$ cat config.mk
export PLATFORM = sky130hd
export DESIGN_NAME = decoder2_4_scan
export DESIGN_NICKNAME = d
export VERILOG_FILES = /design/src/rtl/decoder_pkg.sv /design/src/rtl/decoder2_4_scan_tick_gen.sv /design/src/rtl/decoder2_4_scan.sv
export SDC_FILE = /design/constraint.sdc
export NUM_CORES = 1
export LEC_CHECK = 0
export CAP_MARGIN = 20
export CORE_MARGIN = 2
export CORE_UTILIZATION = 55
export CTS_CLUSTER_SIZE = 20
export DETAILED_ROUTE_END_ITERATION = 6
export HOLD_SLACK_MARGIN = 0.15
export PLACE_DENSITY = 0.78
export SLEW_MARGIN = 20
export SYNTH_ARGS = -nofsm -noshare
export SYNTH_HDL_FRONTEND = slang
export SYNTH_SLANG_ARGS = --single-unit
export TNS_END_PERCENT = 20
$ cat constraint.sdc
create_clock -name clk -period 3.89 [get_ports clk]
set_input_delay 0.778 -clock clk [delete_from_list [all_inputs] [get_ports clk]]
set_output_delay 0.778 -clock clk [all_outputs]
set_load 0.01 [all_outputs]
$ cat src/rtl/decoder_pkg.sv
// Shared encodings for the 2-to-4 decoder / scanner: state codes, the blank
// pattern and the active-low one-hot decode map.
package decoder_pkg;

  typedef logic [1:0] state_t;

  localparam state_t IDLE   = 2'd0;
  localparam state_t MANUAL = 2'd1;
  localparam state_t SCAN   = 2'd2;

  localparam logic [3:0] LED_OFF = 4'b1111;

  // Exactly one bit low, at the position named by the code.
  function automatic logic [3:0] decode2_4(input logic [1:0] code);
    logic [3:0] one_hot;
    one_hot = 4'b0001 << code;
    return ~one_hot;
  endfunction

endpackage

$ cat src/rtl/decoder2_4_scan_tick_gen.sv
// Free-running prescaler for the scan pacing; tick marks the last count of
// each DIV-cycle dwell.
module tick_gen #(
  parameter int DIV   = 50000,
  parameter int CNT_W = 16
) (
  input  logic clk,
  input  logic rst_n,
  input  logic clr,
  output logic tick
);

  localparam logic [CNT_W-1:0] LAST = CNT_W'(DIV - 1);

  logic [CNT_W-1:0] count;

  always_ff @(posedge clk) begin
    if (!rst_n) begin
      count <= '0;
    end else if (clr || (count == LAST)) begin
      count <= '0;
    end else begin
      count <= count + CNT_W'(1);
    end
  end

  assign tick = (count == LAST);

endmodule

$ cat src/rtl/decoder2_4_scan.sv
// Active-low one-hot select driver: manual decode of SW, or an automatic walk
// over the four select lines paced by tick_gen. All outputs are registered.
module decoder2_4_scan
  import decoder_pkg::*;
#(
  parameter int DIV   = 50000,
  parameter int CNT_W = 16
) (
  input  logic       clk,
  input  logic       rst_n,
  input  logic       en,
  input  logic       mode,
  input  logic [1:0] SW,
  output logic [3:0] LED,
  output logic [1:0] code,
  output logic       step
);

  state_t     state;
  state_t     next_state;
  logic [1:0] index;
  logic [1:0] index_next;
  logic       scan_run;
  logic       clr;
  logic       tick;

  always_comb begin
    next_state = IDLE;
    if (en) begin
      next_state = mode ? SCAN : MANUAL;
    end
  end

  // The prescaler only runs while SCAN persists across an edge; entry and
  // every non-scan cycle restart it so each dwell is a full DIV cycles.
  assign scan_run   = (state == SCAN) && (next_state == SCAN);
  assign clr        = !scan_run;
  assign index_next = index + 2'd1;

  tick_gen #(
    .DIV   (DIV),
    .CNT_W (CNT_W)
  ) u_tick_gen (
    .clk   (clk),
    .rst_n (rst_n),
    .clr   (clr),
    .tick  (tick)
  );

  always_ff @(posedge clk) begin
    if (!rst_n) begin
      state <= IDLE;
      index <= 2'd0;
      LED   <= LED_OFF;
      code  <= 2'd0;
      step  <= 1'b0;
    end else begin
      state <= next_state;
      step  <= 1'b0;
      case (next_state)
        MANUAL: begin
          index <= 2'd0;
          LED   <= decode2_4(SW);
          code  <= SW;
        end
        SCAN: begin
          if (state != SCAN) begin
            index <= 2'd0;
            LED   <= decode2_4(2'd0);
            code  <= 2'd0;
          end else if (tick) begin
            index <= index_next;
            LED   <= decode2_4(index_next);
            code  <= index_next;
            step  <= 1'b1;
          end
        end
        default: begin
          index <= 2'd0;
          LED   <= LED_OFF;
          code  <= 2'd0;
        end
      endcase
    end
  end

  // Output invariants that must hold whatever the input sequence.
  a_led_onehot0 : assert property (@(posedge clk) disable iff (!rst_n)
    $onehot0(~LED));
  a_led_matches_code : assert property (@(posedge clk) disable iff (!rst_n)
    (state != IDLE) |-> (LED == decode2_4(code)));
  a_step_only_in_scan : assert property (@(posedge clk) disable iff (!rst_n)
    step |-> (state == SCAN));

endmodule

Word-level counts from Yosys, hierarchy flattened

Index checks and enable logic that the tools add are counted.

Register bits after elaboration: 27
Output and inout bits: 7
Memory bits (read-only): 0
Input port bits: 6
Logic and storage cells: 34
Memories kept: 0
Latch bits: 0
Bits in writable memories: 0

Multipliers: 0
$add $sub $neg: 2
$lt $le $gt $ge: 0
Shift-type cells: 2
Equality and inequality tests: 6
Bitwise logic cells: 4
Div/mod/pow operators: 0
Reduce and logical (&&, ||, !) cells: 5
Muxes and demuxes: 9

Operators by type and width:

| cell                                                                     | count |
|---|---|
| 16-bit by 1-bit adder with 16-bit output (second input constant)         | 1 |
| 16-bit equality test (second input constant)                             | 1 |
| 2-bit 2-to-1 mux                                                         | 4 |
| 4-bit 2-to-1 mux                                                         | 2 |
| 4-bit NOT                                                                | 2 |
| 4-bit one-hot mux with 2 select lines                                    | 1 |
| 1-bit by 2-bit << shifter with 4-bit output (first input constant)       | 2 |
| 2-bit equality test (second input constant)                              | 2 |
| 2-bit one-hot mux with 2 select lines                                    | 1 |
| 3-bit by 2-bit inequality test with 1-bit output (second input constant) | 1 |
| 3-bit OR reduction                                                       | 1 |
| 2-bit by 1-bit adder with 2-bit output (second input constant)           | 1 |
| 2-bit by 1-bit equality test with 1-bit output (second input constant)   | 1 |
| 2-bit inequality test (second input constant)                            | 1 |
| 1-bit NOT                                                                | 2 |
| 2-bit OR reduction                                                       | 1 |
| 1-bit logical AND                                                        | 1 |
| 1-bit zero test                                                          | 1 |
| 1-bit logical OR                                                         | 1 |
| 1-bit 2-to-1 mux                                                         | 1 |

Longest topological paths before layout

Depth in word-level cells: 7
Depth in mapped cells: 7
Gate-level depth less buffers: 5

Hierarchy

Synthesis repeated with hierarchy kept, for this count alone.

Cell total of the unflattened synthesis: 139
Area, all modules: 1348.8 sq um

Modules (own cells, without submodules):

| module          | cells each | area each (sq um) | seq. area each (sq um) | times used |
|---|---|---|---|---|
| tick_gen        | 80         | 799.5             | 320.3                  | 1 |
| decoder2_4_scan | 59         | 549.3             | 220.2                  | 1 |

Worst setup path after synthesis

Ideal clock, no wire load.

Path kind: input to register
Start: input rst_n
End: register u_tick_gen.count[11]
Arrival time: 1.905 ns
Path slack: 1.921 ns
Setup time: 0.064 ns
Buffers on the path: 2
Stages on the path: 6
Data required time: 3.826 ns
Cells stage by stage: nand2_1 -> or3_1 -> or2_2 -> buf_2 -> buf_2 -> nor2_1

Word-level cells in the longest chain between the ends: 2

RTL lines:

| element                             | RTL line                       | RTL |
|---|---|---|
| start: declaration                  | decoder2_4_scan.sv:10          | `input logic rst_n,` |
| 1-bit NOT (no source line)          | -                              |  |
| 2-bit OR reduction (no source line) | -                              |  |
| end signal: assignment              | decoder2_4_scan_tick_gen.sv:23 | `count <= count + CNT_W'(1);` |
| end: declaration                    | decoder2_4_scan_tick_gen.sv:15 | `logic [CNT_W-1:0] count;` |

Every way passes these cells.
A chain may end at the register's enable or synchronous reset.

Worst setup path after layout

Start: register u_tick_gen.count[10]
End: register u_tick_gen.count[6]

Word-level cells in the longest chain between the ends: 3

RTL lines:

| element                             | RTL line                       | RTL |
|---|---|---|
| 16-bit equality test                | decoder2_4_scan_tick_gen.sv:20 | `end else if (clr \|\| (count == LAST)) begin` |
| 1-bit logical OR                    | decoder2_4_scan_tick_gen.sv:20 |  |
| 2-bit OR reduction (no source line) | -                              |  |

Every way passes these cells.

==> impl_metrics.toml <==
[synth]
synth_ff_type = "dfxtp_1"
synth_area_leader_cell = "dfxtp_1"
ys_ff_latch = 27
ys_types = 30
syn_area_per_cell_um2 = 8.929
yosys_warnings = 0
synth-edff-count = 0
synthArstFlopShare_pct = 0
synth_top_area_share_pct = 43.55
synthTopCellsByArea = "dfxtp_1 (44%), xnor2_1 (9.9%), nor2_1 (7.0%)"
ys_seq_area_share_pct = 43.55
syn-instance-count = 139
synth_area_mm2 = 0.001241
synth_nets = 150

[routing]
drc = 0
drtIter0Drc = 12
wl_met2_mm = 1.109
wl_mm = 2.126
top_layer = "met4"
avgRoutedWirePerCell_um = 11.88
drt-met1-wl_um = 909
avgViaCountPerCell = 5.291
firstDrtPassIters = 4
vias = 947
wl_met3_um = 53
detail-route-antenna-nets = 0

[grt]
grt_usage_pct = 18.10
grt_start_max_net_pins = 17
grt_pass1_wl_mm = 3.615
overflow = 0
antenna_found_initial = 0
grt_pass1_vias = 879

[cts]
cts.root.buffer_cell = "clkbuf_4"
ctsHoldBuffers = 0
insertion_delay_ps = 320
clkTransAtPathRegs_ps = 140
htreeDepth = 1
clockBufferDepth = 2
clock_sinks = 27
cts_buffers = 3
cts_resized = 0
cts_tree = "yes"
cts_setup_buffers = 0

[setup_path]
max_stage_delay_ps = 720
reg2reg_depth = 4
crit_family = "simple AND/OR/NAND/NOR gates"
path_class = "flip-flop to flip-flop"
crit_cells = 4
critical_path_buf_inv_count = 0
crit_required_ps = 4110
r2r_start = "u_tick_gen.count[10]$_SDFF_PP0_"
endpoint_kind = "flip-flop"
r2r-end = "u_tick_gen.count[6]$_SDFF_PP0_"
path_cells = "or4b_1, nor4_2, or2_2, nor2_1"
arrival_ps = 2500
startpoint_type = "flip-flop"
rrSetupSlack_ps = 1610
cp_slowest_cell = "nor4_2"
crit_fanout = 16

[placement]
port_buffers = 12
dpl.hpwl_mm = 1.620
place_inst = 175
place_area_mm2 = 0.001368
dp_worst_setup_slack_ps = 1286
gp_congestion = 0.7712

[floorplanning]
io_pins = 13
die_w_um = 51.51
core_mm2 = 0.002170
die_area_mm2 = 0.002653
num_rows = 17
start_util_pct = 57.21
die_h_um = 51.51

[run]
max_cap_viol_count = 0

[timing]
rsz0062_at_grt = "no"
whs_ps = 484.8
max_freq_mhz = 438.9
finalHoldViolCount = 0
post-route-min-period_ps = 2279
finalSetupViolCount = 0
fin_skew_ps = 4.029
tightest_slew_ps = 840.6
fin_crit_sh_pct = 58.57
fin_setup_tns_ps = 0
fin_ws_ps = 1611
slew_violations = 0
slew_headroom_pct = 43.50

[layout]
final-instance-count-excl-fill = 179
stdcell_area_mm2 = 0.001398
fin_util_pct = 64.42
nets = 163
fillers = 195
n_antenna_cell = 0
area.growth.synth_to_final_pct = 12.60
drive_gt1_share_pct = 4.636

[power]
vdd_ir_drop_max_mv = 0.2377
p_per_area_mw_per_mm2 = 302.7
finalPower_mw = 0.4230
total_leakage_power_nw = 0.4575

[hold_path]
holdPathStages = 1
hold_start = "u_tick_gen.count[0]$_SDFF_PP0_"
min_to = "u_tick_gen.count[0]$_SDFF_PP0_"
hp-class = "flip-flop to flip-flop"

[outcome]
status = "finished, final reports clean"
[worst max-delay path by stage]
stage	start	slack, ps	to
2_1_floorplan	rst_n	1920	u_tick_gen.count[11]$_SDFF_PP0_
3_3_place_gp	rst_n	1340	u_tick_gen.count[3]$_SDFF_PP0_
3_5_place_dp	rst_n	1290	u_tick_gen.count[14]$_SDFF_PP0_
4_1_cts	u_tick_gen.count[10]$_SDFF_PP0_	1620	u_tick_gen.count[13]$_SDFF_PP0_
5_1_grt	u_tick_gen.count[0]$_SDFF_PP0_	1430	u_tick_gen.count[7]$_SDFF_PP0_
6_report	u_tick_gen.count[10]$_SDFF_PP0_	1610	u_tick_gen.count[6]$_SDFF_PP0_
[synthesized netlist by cell type (3+ instances only)]
cell type / n
xnor2_1: 14
a21oi_1: 6
o221ai_1: 3
nor2b_1: 4
nand2_1: 5
nand3_1: 5
ha_1: 5
nor2_1: 23
nand4_1: 3
nor4_1: 5
inv_1: 13
nor3_1: 3
dfxtp_1: 27
[registers in the layout (all words and copies together), names as in the netlist]
register and count:
index 2, step 1, u_tick_gen.count 16, state 2
LED 4, code 2
[cells by family after synthesis]
kind of cell    count (synthesis)  synth area share, %
mux                             1               0.8065
compound gates                 13                7.662
xor+xnor                       15                10.58
simple gates                   61                26.11
buf+inv                        17                6.250
flops                          27                43.55
fa+ha+maj                       5                5.040
[report_power, final]
part	internal (mW)	switching [mW]	total, mW
Sequential	0.280	0.00134	0.281
Combinational	0.0120	0.00906	0.0211
Clock	0.0393	0.0817	0.121
Total	0.331	0.0921	0.423
[cells in the final DEF (no fill, tap or decap)]
cell type | synthesis | final
dfxtp_1 | 27 | 27
nor2_1 | 23 | 23
xnor2_1 | 14 | 14
inv_1 | 13 | 13
clkdlybuf4s50_1 | 0 | 12
a21oi_1 | 6 | 6
nand2_1 | 5 | 5
nand3_1 | 5 | 5
nor4_1 | 5 | 5
ha_1 | 5 | 5
nor2b_1 | 4 | 4
o221ai_1 | 3 | 3
nand4_1 | 3 | 3
nor3_1 | 3 | 3
clkbuf_4 | 0 | 3
nand4bb_1 | 2 | 2
or2_2 | 2 | 2
and3_1 | 2 | 2
and2_1 | 2 | 2
o221a_1 | 2 | 2
or3_1 | 1 | 1
or4b_1 | 1 | 1
nor4_2 | 1 | 1
xor2_1 | 1 | 1
nand4b_1 | 1 | 1
mux2i_1 | 1 | 1
nand2b_1 | 1 | 1
o21bai_1 | 1 | 1
o22a_1 | 1 | 1
clkinvlp_4 | 0 | 1
[final cells by class]
cell class / instances / area (µm²) / area share (%)
clock buffer: 3 / 22.52 / 1.611
timing repair buffer: 12 / 120.1 / 8.594
sequential: 27 / 540.5 / 38.68
multi-input combinational: 95 / 623.1 / 44.58
tap: 28 / 35.03 / 2.507
inverter: 13 / 48.80 / 3.491
clock inverter: 1 / 7.507 / 0.5372
[metal layers]
metal / global-route usage (%) / up-vias
met5: 0 / -
met4: 10.96 / 0
met3: 2.586 / 6
met2: 30.98 / 19
met1: 21.32 / 434
li1: - / 488
Power figures use the tool's default switching activity.
==> RTL change, RTL diff (same settings) <==
Put one more register stage on the output `LED`, with the module's reset. The value now appears one clock later. The other outputs are not delayed to match.
--- a/src/rtl/decoder2_4_scan.sv
+++ b/src/rtl/decoder2_4_scan.sv
@@ -16,4 +16,6 @@
   output logic       step
 );
+
+  logic [3:0] LED_s0;
 
   state_t     state;
@@ -52,5 +54,5 @@
       state <= IDLE;
       index <= 2'd0;
-      LED   <= LED_OFF;
+      LED_s0 <= LED_OFF;
       code  <= 2'd0;
       step  <= 1'b0;
@@ -61,5 +63,5 @@
         MANUAL: begin
           index <= 2'd0;
-          LED   <= decode2_4(SW);
+          LED_s0 <= decode2_4(SW);
           code  <= SW;
         end
@@ -67,9 +69,9 @@
           if (state != SCAN) begin
             index <= 2'd0;
-            LED   <= decode2_4(2'd0);
+            LED_s0 <= decode2_4(2'd0);
             code  <= 2'd0;
           end else if (tick) begin
             index <= index_next;
-            LED   <= decode2_4(index_next);
+            LED_s0 <= decode2_4(index_next);
             code  <= index_next;
             step  <= 1'b1;
@@ -78,5 +80,5 @@
         default: begin
           index <= 2'd0;
-          LED   <= LED_OFF;
+          LED_s0 <= LED_OFF;
           code  <= 2'd0;
         end
@@ -87,10 +89,18 @@
   // Output invariants that must hold whatever the input sequence.
   a_led_onehot0 : assert property (@(posedge clk) disable iff (!rst_n)
-    $onehot0(~LED));
+    $onehot0(~LED_s0));
   a_led_matches_code : assert property (@(posedge clk) disable iff (!rst_n)
-    (state != IDLE) |-> (LED == decode2_4(code)));
+    (state != IDLE) |-> (LED_s0 == decode2_4(code)));
   a_step_only_in_scan : assert property (@(posedge clk) disable iff (!rst_n)
     step |-> (state == SCAN));
 
+  always_ff @(posedge clk) begin
+    if (!rst_n) begin
+      LED <= '0;
+    end else begin
+      LED <= LED_s0;
+    end
+  end
+
 endmodule
 
Function: changed (a bounded check fails within 4 cycles, from zero or initial values and one cycle with rst_n low).
==> RTL change against the unedited design <==
- cell area grew 17%
- utilization grew 1.5 points
- via count is 15% higher
- power up 46%
- count of clock-buffer cells in the layout up 3
- highest routed layer unchanged
- worst hold slack got worse by 0.037 ns
- routed wire length increased by 20%
- sequential cell count up 4
- largest cell class unchanged
- die area rose by 14%
- synthesized area grew 15%
- non-clock buffer count unchanged
- register-to-register slack better by 0.41 ns
- setup slack gained 0.18 ns
- largest power group unchanged
==> RTL change: results (changes against the unedited design) <==
RUN STATUS
----------------------------------------------------------------------------------------
Run status                                                                  complete, no violations   unchanged

POWER
----------------------------------------------------------------------------------------
Worst-case vdd ir drop                                                          371.7 µV   was 237.7 µV
Power, Total                                                                 0.0006156 W   was 0.0004230 W
Static power due to leakage                                                    0.5609 nW   was 0.4575 nW
Sequential power share                                                             0.527   was 0.664
Switching power total                                                        0.0001257 W   was 0.00009214 W

DETAILED ROUTING
----------------------------------------------------------------------------------------
Initial DRC count                                                                     27   was 12
Number of search-and-repair iterations in the first detailed-routing pass              6   was 4
Detailed-route wire length                                                      2.556 mm   was 2.126 mm

CRITICAL PATH
----------------------------------------------------------------------------------------
Endpoint of the most critical setup path                                    u_tick_gen.count[2]$_SDFF_PP0_   was u_tick_gen.count[6]$_SDFF_PP0_
Critical path data arrival time                                                  2.36 ns   was 2.50 ns
Crit-path slowest cell                                                      clkdlybuf4s50_1   was nor4_2
Crit. Startpoint                                                                   rst_n   was u_tick_gen.count[10]$_SDFF_PP0_
Register-to-register path setup slack                                            2.02 ns   was 1.61 ns

STA
----------------------------------------------------------------------------------------
Peak Freq                                                                      477.4 MHz   was 438.9 MHz
Clock skew after layout                                                       0.01188 ns   was 0.004029 ns
Post-route worst hold slack                                                    0.4475 ns   was 0.4848 ns

FINAL LAYOUT
----------------------------------------------------------------------------------------
Fill cell count                                                                      218   was 195
Layout cell share with drive strength beyond 1                                    0.1000   was 0.04636
Largest registers                                                           u_tick_gen.count: 16 flops, LED: 4 flops, LED_s0: 4 flops   was u_tick_gen.count: 16 flops, LED: 4 flops

CLOCK NETWORK
----------------------------------------------------------------------------------------
Clock slew seen by the registers of the worst setup and hold paths               0.10 ns   was 0.14 ns
Clock insertion delay at the later pin of the skew report                        0.34 ns   was 0.32 ns
H-tree depth                                                                           2   was 1
Inserted Clock Buffers                                                                 5   was 3

PLACE
----------------------------------------------------------------------------------------
Total cell area at the placement stage                                          1546 µm²   was 1368 µm²
Setup slack after placement                                                     1.439 ns   was 1.286 ns
Routability cong.                                                                 0.7961   was 0.7712
HPWL after detailed placement                                                   1.905 mm   was 1.620 mm

YOSYS
----------------------------------------------------------------------------------------
Synthesized instance count                                                           156   was 139
Synth Net Count                                                                      167   was 150
List of most frequent post-synthesis cells                                  dfxtp_1, nor2_1, xnor2_1   unchanged
Count of different cell masters after synthesis                                       35   was 30
Sequential element share of the synthesized area                                  0.4332   was 0.4355

GLOBAL ROUTE
----------------------------------------------------------------------------------------
Via count of the first global-routing pass                                           999   was 879
Total GRT Usage                                                                   0.2049   was 0.1810
Global-route wire length before repair                                          4.250 mm   was 3.615 mm

-- RTL change: logic make-up (layout without fill, tap and decap cells) --
| kind of cell | count (synthesis) | after routing | share of synthesized area |
|---|---|---|---|
| AO/OA/AOI/OAI | 15 | 15 | 0.07250 |
| flip-flops | 31 | 31 | 0.4332 |
| buffers and inverters | 18 | 32 | 0.06201 |
| adder cells (fa/ha/maj) | 5 | 5 | 0.04367 |
| AND/OR/NAND/NOR | 73 | 73 | 0.3030 |
| XOR/XNOR | 14 | 14 | 0.08559 |
-- RTL change: how the worst min path moves through the flow --
stage | cells after the start | start | to
global placement | 2 | LED_s0[3]$_SDFFE_PN1P_ | LED[3]$_SDFF_PN0_
CTS | 2 | LED_s0[2]$_SDFFE_PN1P_ | LED[2]$_SDFF_PN0_
finish | 2 | LED_s0[2]$_SDFFE_PN1P_ | LED[2]$_SDFF_PN0_
global route | 2 | LED_s0[2]$_SDFFE_PN1P_ | LED[2]$_SDFF_PN0_
floorplan | 2 | LED_s0[2]$_SDFFE_PN1P_ | LED[2]$_SDFF_PN0_
detailed placement | 2 | LED_s0[2]$_SDFFE_PN1P_ | LED[2]$_SDFF_PN0_
-- RTL change: area by class of cell --
class                           instances  area [µm²]  share of cell area
Timing Repair Buffer                   12       120.1             0.07356
Multi-Input combinational cell        107       723.2              0.4429
Sequential cell                        31       620.6              0.3801
Clock buffer                            6       51.30             0.03142
Tap cell                               30       37.54             0.02299
Inverter                               12       45.04             0.02759
Clock inverter                          2       35.03             0.02146
-- RTL change: routing by layer --
layer | track usage | part of all wire
met5 | 0 | 0
met4 | 0.08130 | 0.016
met3 | 0.09140 | 0.046
met2 | 0.3413 | 0.49
met1 | 0.2278 | 0.44
-- RTL change: critical path: cells and delay by family --
kind,cells,cell delay [ns]
buf+inv,1,0.64
simple gates,3,0.93
